`src/rtl/bram_xyz_port_arbiter.sv`:
```
// ---------------------------------------------------------------------------
// bram_xyz_port_arbiter
//
// Purpose:
//   Shares the single port of the x/y/z point-cloud BRAMs between three
//   requesters: core-cache loader (0), distance-feeder streamer (1) and
//   outlier write-back (2). One access is issued per cycle. Fixed priority
//   is 0 > 1 > 2, but a requester that has waited STARVE_LIMIT cycles
//   overrides fixed priority. Read data is returned tagged with the id of
//   the requester that issued the read.
//
// Ports:
//   i_clock                 system clock, rising edge
//   i_reset                 asynchronous reset, active low
//   i_hold                  1 = issue no grants
//   i_req[2:0]              per-requester access request, held until granted
//   i_wr[2:0]               per-requester 1=write, 0=read
//   i_addr[95:0]            per-requester byte address, slice i = [32*i +: 32]
//   i_wdata[9*BUS_SIZE-1:0] per-requester {z,y,x} write data
//   o_grant[2:0]            combinational grant, transfer when req & grant
//   o_rvalid[2:0]           read data valid for requester i (one-hot or 0)
//   o_rdata_x/y/z           BRAM read data passed through
//   o_bram_addr/en/we       registered address/enable/byte-write-enable
//   o_write_in_x/y/z        registered write data
//   i_read_out_x/y/z        BRAM read data
//   o_busy                  1 while any read is in flight
// ---------------------------------------------------------------------------
module bram_xyz_port_arbiter #(
    parameter int BUS_SIZE     = 32,
    parameter int BRAM_SHIFT   = 2,
    parameter int READ_LATENCY = 1,
    parameter int STARVE_LIMIT = 4
) (
    input  logic                    i_clock,
    input  logic                    i_reset,
    input  logic                    i_hold,
    input  logic [2:0]              i_req,
    input  logic [2:0]              i_wr,
    input  logic [95:0]             i_addr,
    input  logic [9*BUS_SIZE-1:0]   i_wdata,
    output logic [2:0]              o_grant,
    output logic [2:0]              o_rvalid,
    output logic [BUS_SIZE-1:0]     o_rdata_x,
    output logic [BUS_SIZE-1:0]     o_rdata_y,
    output logic [BUS_SIZE-1:0]     o_rdata_z,
    output logic [31:0]             o_bram_addr,
    output logic                    o_bram_en,
    output logic [3:0]              o_bram_we,
    output logic [BUS_SIZE-1:0]     o_write_in_x,
    output logic [BUS_SIZE-1:0]     o_write_in_y,
    output logic [BUS_SIZE-1:0]     o_write_in_z,
    input  logic [BUS_SIZE-1:0]     i_read_out_x,
    input  logic [BUS_SIZE-1:0]     i_read_out_y,
    input  logic [BUS_SIZE-1:0]     i_read_out_z,
    output logic                    o_busy
);

    localparam logic [3:0] LIMIT = 4'(STARVE_LIMIT);

    // Parameter sanity checks at elaboration time. Addresses arrive already
    // shifted by BRAM_SHIFT, so the shift only needs to be a legal amount.
    generate
        if (READ_LATENCY < 1 || READ_LATENCY > 4) begin : g_badLatency
            $error("READ_LATENCY must be in 1..4");
        end
        if (STARVE_LIMIT < 1 || STARVE_LIMIT > 15) begin : g_badStarve
            $error("STARVE_LIMIT must be in 1..15");
        end
        if (BRAM_SHIFT < 0 || BRAM_SHIFT > 31) begin : g_badShift
            $error("BRAM_SHIFT must be in 0..31");
        end
    endgenerate

    logic [2:0][3:0]                r_waitCnt;
    logic [READ_LATENCY:0]          r_tagValid;
    logic [READ_LATENCY:0][1:0]     r_tagId;

    logic [2:0]                     w_starved;
    logic [2:0]                     w_grant;
    logic [1:0]                     w_winner;
    logic                           w_anyWin;
    logic [31:0]                    w_selAddr;
    logic [BUS_SIZE-1:0]            w_selX;
    logic [BUS_SIZE-1:0]            w_selY;
    logic [BUS_SIZE-1:0]            w_selZ;
    logic                           w_selWr;

    // Starved requesters beat fixed priority; among several starved (or
    // several plain) requesters the lowest index wins. Grant is also forced
    // low while reset is asserted, independent of the clock.
    always_comb begin
        w_grant   = '0;
        w_winner  = '0;
        w_anyWin  = 1'b0;
        w_starved = '0;
        for (int i = 0; i < 3; i++) begin
            w_starved[i] = i_req[i] && (r_waitCnt[i] == LIMIT);
        end
        if (i_reset && !i_hold) begin
            if (|w_starved) begin
                w_anyWin = 1'b1;
                for (int i = 2; i >= 0; i--) begin
                    if (w_starved[i]) w_winner = 2'(i);
                end
            end else if (|i_req) begin
                w_anyWin = 1'b1;
                for (int i = 2; i >= 0; i--) begin
                    if (i_req[i]) w_winner = 2'(i);
                end
            end
        end
        if (w_anyWin) w_grant[w_winner] = 1'b1;
    end

    // Mux the winner's address, write flag and {z,y,x} data.
    always_comb begin
        w_selAddr = '0;
        w_selX    = '0;
        w_selY    = '0;
        w_selZ    = '0;
        w_selWr   = 1'b0;
        for (int i = 0; i < 3; i++) begin
            if (w_winner == 2'(i)) begin
                w_selAddr = i_addr[32*i +: 32];
                w_selX    = i_wdata[3*BUS_SIZE*i +: BUS_SIZE];
                w_selY    = i_wdata[3*BUS_SIZE*i + BUS_SIZE +: BUS_SIZE];
                w_selZ    = i_wdata[3*BUS_SIZE*i + 2*BUS_SIZE +: BUS_SIZE];
                w_selWr   = i_wr[i];
            end
        end
    end

    // Issue register. Write data only updates on writes so the BRAM data
    // lines stay quiet during reads; the address holds when idle.
    always_ff @(posedge i_clock or negedge i_reset) begin
        if (!i_reset) begin
            o_bram_addr  <= '0;
            o_bram_en    <= 1'b0;
            o_bram_we    <= '0;
            o_write_in_x <= '0;
            o_write_in_y <= '0;
            o_write_in_z <= '0;
        end else if (w_anyWin) begin
            o_bram_addr <= w_selAddr;
            o_bram_en   <= 1'b1;
            o_bram_we   <= w_selWr ? 4'hF : 4'h0;
            if (w_selWr) begin
                o_write_in_x <= w_selX;
                o_write_in_y <= w_selY;
                o_write_in_z <= w_selZ;
            end
        end else begin
            o_bram_en <= 1'b0;
            o_bram_we <= '0;
        end
    end

    // Wait counters age pending requests; hold freezes them so a pause
    // does not turn every requester into a starved one.
    always_ff @(posedge i_clock or negedge i_reset) begin
        if (!i_reset) begin
            r_waitCnt <= '0;
        end else begin
            for (int i = 0; i < 3; i++) begin
                if (!i_req[i] || w_grant[i]) begin
                    r_waitCnt[i] <= '0;
                end else if (!i_hold && (r_waitCnt[i] < LIMIT)) begin
                    r_waitCnt[i] <= r_waitCnt[i] + 4'd1;
                end
            end
        end
    end

    // Read tag pipeline: READ_LATENCY+1 stages, one for the address register
    // plus one per BRAM cycle, so the last stage lines up with read_out.
    always_ff @(posedge i_clock or negedge i_reset) begin
        if (!i_reset) begin
            r_tagValid <= '0;
            r_tagId    <= '0;
        end else begin
            r_tagValid <= {r_tagValid[READ_LATENCY-1:0], (w_anyWin && !w_selWr)};
            r_tagId    <= {r_tagId[READ_LATENCY-1:0], w_winner};
        end
    end

    always_comb begin
        o_rvalid = '0;
        if (r_tagValid[READ_LATENCY]) o_rvalid[r_tagId[READ_LATENCY]] = 1'b1;
    end

    assign o_grant   = w_grant;
    assign o_busy    = |r_tagValid;
    assign o_rdata_x = i_read_out_x;
    assign o_rdata_y = i_read_out_y;
    assign o_rdata_z = i_read_out_z;

endmodule

```
`config.mk`:
```
export PLATFORM = sky130hd
export DESIGN_NAME = bram_xyz_port_arbiter
export DESIGN_NICKNAME = d
export VERILOG_FILES = /design/src/rtl/bram_xyz_port_arbiter.sv
export SDC_FILE = /design/constraint.sdc
export NUM_CORES = 1
export LEC_CHECK = 0
export BUFFER_PORTS_ARGS = -buffer_cell sky130_fd_sc_hd__buf_2
export CAP_MARGIN = 40
export CORE_AREA = 2 2 284 286
export DETAILED_ROUTE_END_ITERATION = 16
export DIE_AREA = 0 0 286 288
export PLACE_DENSITY_LB_ADDON = 0.15
export SYNTH_ARGS = -nofsm -noshare
export SYNTH_HDL_FRONTEND = slang
export SYNTH_SLANG_ARGS = --single-unit
export TNS_END_PERCENT = 1
```
`constraint.sdc`:
```
create_clock -name i_clock -period 7.3 [get_ports i_clock]
set_input_delay 2.19 -clock i_clock [delete_from_list [all_inputs] [get_ports i_clock]]
set_output_delay 2.19 -clock i_clock [all_outputs]
set_load 0.02 [all_outputs]
```
* Word level (Yosys, flattened, before mapping)
Index checks and enable logic that the tools add are counted.
Storage, ports and cells: bits in registers 151, bits of input ports 489, output and inout bits 236, logic and storage cells 95
Operators by class: add/sub/neg operators 3, $lt $le $gt $ge 7, eq/ne operators 5, mux-type cells 42, reduce and logical (&&, ||, !) cells 26
Operator list (count):
- 2-to-1 mux 32 bit | 12
- 2-to-1 mux 4 bit | 8
- 2-to-1 mux 2 bit | 9
- adder 4 x 1 -> 4 bit (second input constant) | 3
- == test 4 x 3 -> 1 bit (second input constant) | 3
- less-than comparator 4 x 3 -> 1 bit (second input constant) | 3
- logical AND 1 bit | 10
- 2-to-1 mux 1 bit | 9
- less-than comparator 2 x 3 -> 1 bit (second input constant) | 2
- 2-to-1 mux 3 bit | 2
- nonzero test 2 bit | 3
- OR reduction 3 bit | 2
- zero test 1 bit | 5
- demux 1 bit (select 2 bit) | 2
- >= comparator 2 x 1 -> 1 bit (second input constant) | 2
- logical OR 1 bit | 3
- == test 2 x 1 -> 1 bit (second input constant) | 1
- == test 2 bit (second input constant) | 1
- zero test 2 bit | 1
- AND reduction 2 bit | 1
- OR reduction 2 bit | 1

* Logic depth before layout (Yosys ltp)
depth after elaboration 14, depth in mapped cells 10

* Worst setup path after synthesis
No wires, ideal clock.
path type input-to-output, start input i_req[2], end output o_grant[0], arrival time 3686 ps, data required time 5110 ps, path slack 1424 ps, stages on the path 7, buffers on the path 3, cells stage by stage and4b_1 buf_2 o21a_1 a31oi_1 buf_2 buf_1 nor2_1
Between the ends: cells in the longest elaborated chain, start to end 11, elaborated cells between the ends (all ways) 21, classes of those cells order compare (2); mux (15); reduce/logical (4)
RTL lines:
- start, declared | RTL line 37 | input logic [2:0] i_req,
- 2-to-1 mux 2 bit / logical AND 1 bit (equally long branches) | RTL line 108, 97
- 2-to-1 mux 2 bit, on equally long branches (2 in a row) | RTL line 108, 103
- 2-to-1 mux 2 bit, on equally long branches | RTL line 105, 103
- 2-to-1 mux 2 bit | RTL line 100 | if (|w_starved) begin
- 2-to-1 mux 2 bit | RTL line 99 | if (i_reset && !i_hold) begin
- less-than comparator 2 x 3 -> 1 bit (not written as such) / >= comparator 2 x 1 -> 1 bit (equally long branches) | RTL line 112 | if (w_anyWin) w_grant[w_winner] = 1'b1;
- logical AND 1 bit (not written as such) | RTL line 112
- 2-to-1 mux 1 bit (not written as such) | RTL line 112
- demux 1 bit (select 2 bit) | RTL line 112
- 2-to-1 mux 3 bit (*) | RTL line 112
- end, declared | RTL line 41 | output logic [2:0] o_grant,
Mark *: on every way between the ends. The rest lies on a longest branch, timed or not.

* Worst setup path in the final report
start input i_reset, end output o_grant[2]
Between the ends: cells in the longest elaborated chain, start to end 7, elaborated cells between the ends (all ways) 9, classes of those cells order compare (2); mux (5); reduce/logical (2)
RTL lines:
- start, declared | RTL line 35 | input logic i_reset,
- logical AND 1 bit (*) | RTL line 99
- 2-to-1 mux 2 bit | RTL line 99
- less-than comparator 2 x 3 -> 1 bit (not written as such) / >= comparator 2 x 1 -> 1 bit (equally long branches) | RTL line 112
- logical AND 1 bit (not written as such) | RTL line 112
- 2-to-1 mux 1 bit (not written as such) | RTL line 112
- demux 1 bit (select 2 bit) | RTL line 112
- 2-to-1 mux 3 bit (*) | RTL line 112
Marked as above.

==> reports/summary.txt <==
vias in the first global route: 8689
antenna-violating nets left: 0
Die Y: 288 µm
RSZ-0062 raised after global routing: false
setup TNS: 0 ns
R2R cell count: 9
die area: 82400 µm²
Clock Pin Slew Worst Setup and Hold Paths: 0.07 ns
placed cell area: 11700 µm²
Worst Path Max Fanout: 29
Worst EP required: 5.11 ns
Finished Cell Area: 12400 µm²
grt ovf: 0
adder-cell area share of the yosys netlist: 0.884%
WS Path Type: in -> out
post-route minimum period: 5.94 ns
Worst setup EP type: output port
# H-tree levels: 4
1st-iter DRT viols: 369
first-pass GRT wire length: 66.2 mm
Hold Violations, Final: 0
pwr dens: 243 nW/µm²
xor and xnor area share after synthesis: 0.309%
chip width: 286 µm
outcome: completed
via count: 8210
Final setup viols: 0
clock buffers created by TritonCTS: 17
final period utilization: 81.4%
PnR worst setup slack: 1.36 ns
WP buf/inv: 4
largest family of logic cells by synthesized area: compound AO/OA/AOI/OAI gates
IO Port Bufs: 532
initial core utilization: 10.7%
Hold Path Depth: 0
Core Region: 79600 µm²
pre-CTS WS: 1.31 ns
placed instance count: 2240
worst skew pair latency: 0.48 ns
headroom to the max-slew limit: 34.3%
DRC Markers: 0
CP max stage cell: and2_4
max-slew violation count: 0
Async S/R FF share, synth: 100%
CP top delay family: simple AND/OR/NAND/NOR gates
CP peak stage delay: 0.42 ns
commonest non-fill, non-tap cell in the layout: buf_2
Worst Max-Slew Pin Slew: 0.986 ns
TritonCTS clock tree: built
Mapped Nets: 1290
std cell rows: 104
synth unique cells: 39
simple-gate portion of the synthesized area: 3.79%
FMAX: 168 MHz
Clock Path Buffers: 2
Non-Filler Instances: 2276
Post-Synthesis Cells: 795
Compound-Gate Fraction of Synth Area: 25.6%
Synth Flop Type: dfrtp_1
Vias/cell: 3.61
NumNets Final: 1694
cts repair resizes: 0
synth warn: 0
Clock Tree Root: clkbuf_16
max_cap viols: 0
Max IR drop VDD: 160 µV
Leak: 0.00555 µW
IO Count: 725
Post-CTS Setup Repair Bufs: 0
clk_skew: 0.0103 ns
cell area after synthesis: 8490 µm²
EDFF count, synth: 0
syn_area_per_cell: 10.7 µm²
share of cells above drive strength 1: 54.8%
Worst setup SP type: input pin
gr usage total: 11.6%
DP HPWL: 39.3 mm
Tightest Hold Check Type: reg -> reg
wire per inst: 21.7 µm
initial antenna violation count: 5
largest net degree at the start of global routing: 59
Yosys reg bits: 148
clock sink count: 148
Area Overhead vs Synth: 45.7%
WL final: 49.4 mm
Critical Path AT: 3.75 ns
commonest non-fill, non-tap cells in the layout: buf_2 (531), dfrtp_1 (148), o22ai_1 (93)
gp weighted congestion: 0.887
mux cell area share after synthesis: 13.1%
critical-path cell list: buf_6, nor2b_1, and2_4, nand2_1, buf_4, inv_1, buf_2
number of hold buffers added after cts: 0
First-pass DRT Iterations: 4
post-synthesis sequential area ratio: 43.6%
Worst path depth: 7
## cells in the mapped netlist, types with 4 or more instances
master / count / area share, %
a221oi_1: 14 / 1.4
nor2_1: 43 / 1.9
buf_2: 10 / 0.59
nand2_1: 5 / 0.22
mux2_1: 29 / 3.8
a21oi_1: 21 / 1.2
ha_1: 6 / 0.88
dfrtp_1: 148 / 44
nor3_1: 4 / 0.24
a22o_1: 14 / 1.4
o2bb2ai_1: 40 / 4.1
o22ai_1: 93 / 6.8
clkbuf_1: 53 / 2.3
buf_4: 103 / 9.1
buf_1: 4 / 0.18
a22oi_1: 40 / 3.5
a2bb2oi_1: 57 / 5.9
mux2_2: 67 / 8.9
inv_1: 12 / 0.53
## report_power, final
part / switching (µW) / total [µW] / internal [µW]
Combinational: 568 / 935 / 368
Clock: 443 / 997 / 554
Sequential: 84.9 / 1070 / 986
## state kept, by name, summed over array words and instances, names as in the netlist
register,cells
o_write_in_x,32
o_bram_en,1
r_tagId,4
o_bram_we,1
r_waitCnt,12
o_bram_addr,32
o_write_in_y,32
o_write_in_z,32
r_tagValid,2
## stage by stage
step                utilization [%]  hold slack, ns  total power [µW]
floorplan                         -           0.331              1640
global placement               14.7           0.332              2050
detailed placement             14.7           0.336              2050
CTS                            15.5           0.353              3090
global route                   15.5           0.372              3190
finish                         15.5           0.349              3000
## path summary, 6_finish.rpt
kind / from / end / slack (ns)
max: i_reset / o_grant[2] / 1.36
min: r_tagId[0] / r_tagId[2] / 0.35
max reg2reg: r_waitCnt[8] / o_write_in_y[29] / 3.70
min in group asynchronous: i_reset / o_write_in_x[3] / 1.59
min reg2reg: r_tagId[0] / r_tagId[2] / 0.35
max in group asynchronous: i_reset / o_write_in_x[20] / 4.68
## cell families (layout without fill, tap and decap cells)
family	Yosys count	after routing
AOI/OAI and AO/OA	288	288
buffers and inverters	183	600
DFF	148	148
muxes	99	99
and+or+nand+nor	68	68
adders and majority gates	6	6
xor gates and xnor gates	3	3
other	0	4
## layout make-up
class / instances / area (µm²)
clock inverters: 15 / 210
diodes: 4 / 10.0
multi-input cells: 464 / 3770
fillers: 9110 / 67300
well taps: 1060 / 1330
clock buffers: 17 / 425
inverters: 13 / 48.8
repair buffers: 555 / 2890
flip-flops and latches: 148 / 3700
## worst register-to-register path, cell delays in order (launching register included)
cell,delay (ns)
dfrtp_1,0.41
inv_1,0.06
ha_1,0.17
and4b_1,0.45
o21a_4,0.20
buf_4,0.54
o2bb2ai_1,0.26
a221oi_4,0.59
buf_12,0.38
mux2_2,0.43
## metal layers
metal  global-route usage [%]  share of wire, %
met5                    0.756              0.21
met3                     4.49               9.0
met2                     19.6                49
met4                     6.18               4.9
met1                     12.3                37
Note: power is estimated with default switching activity, not from simulation.
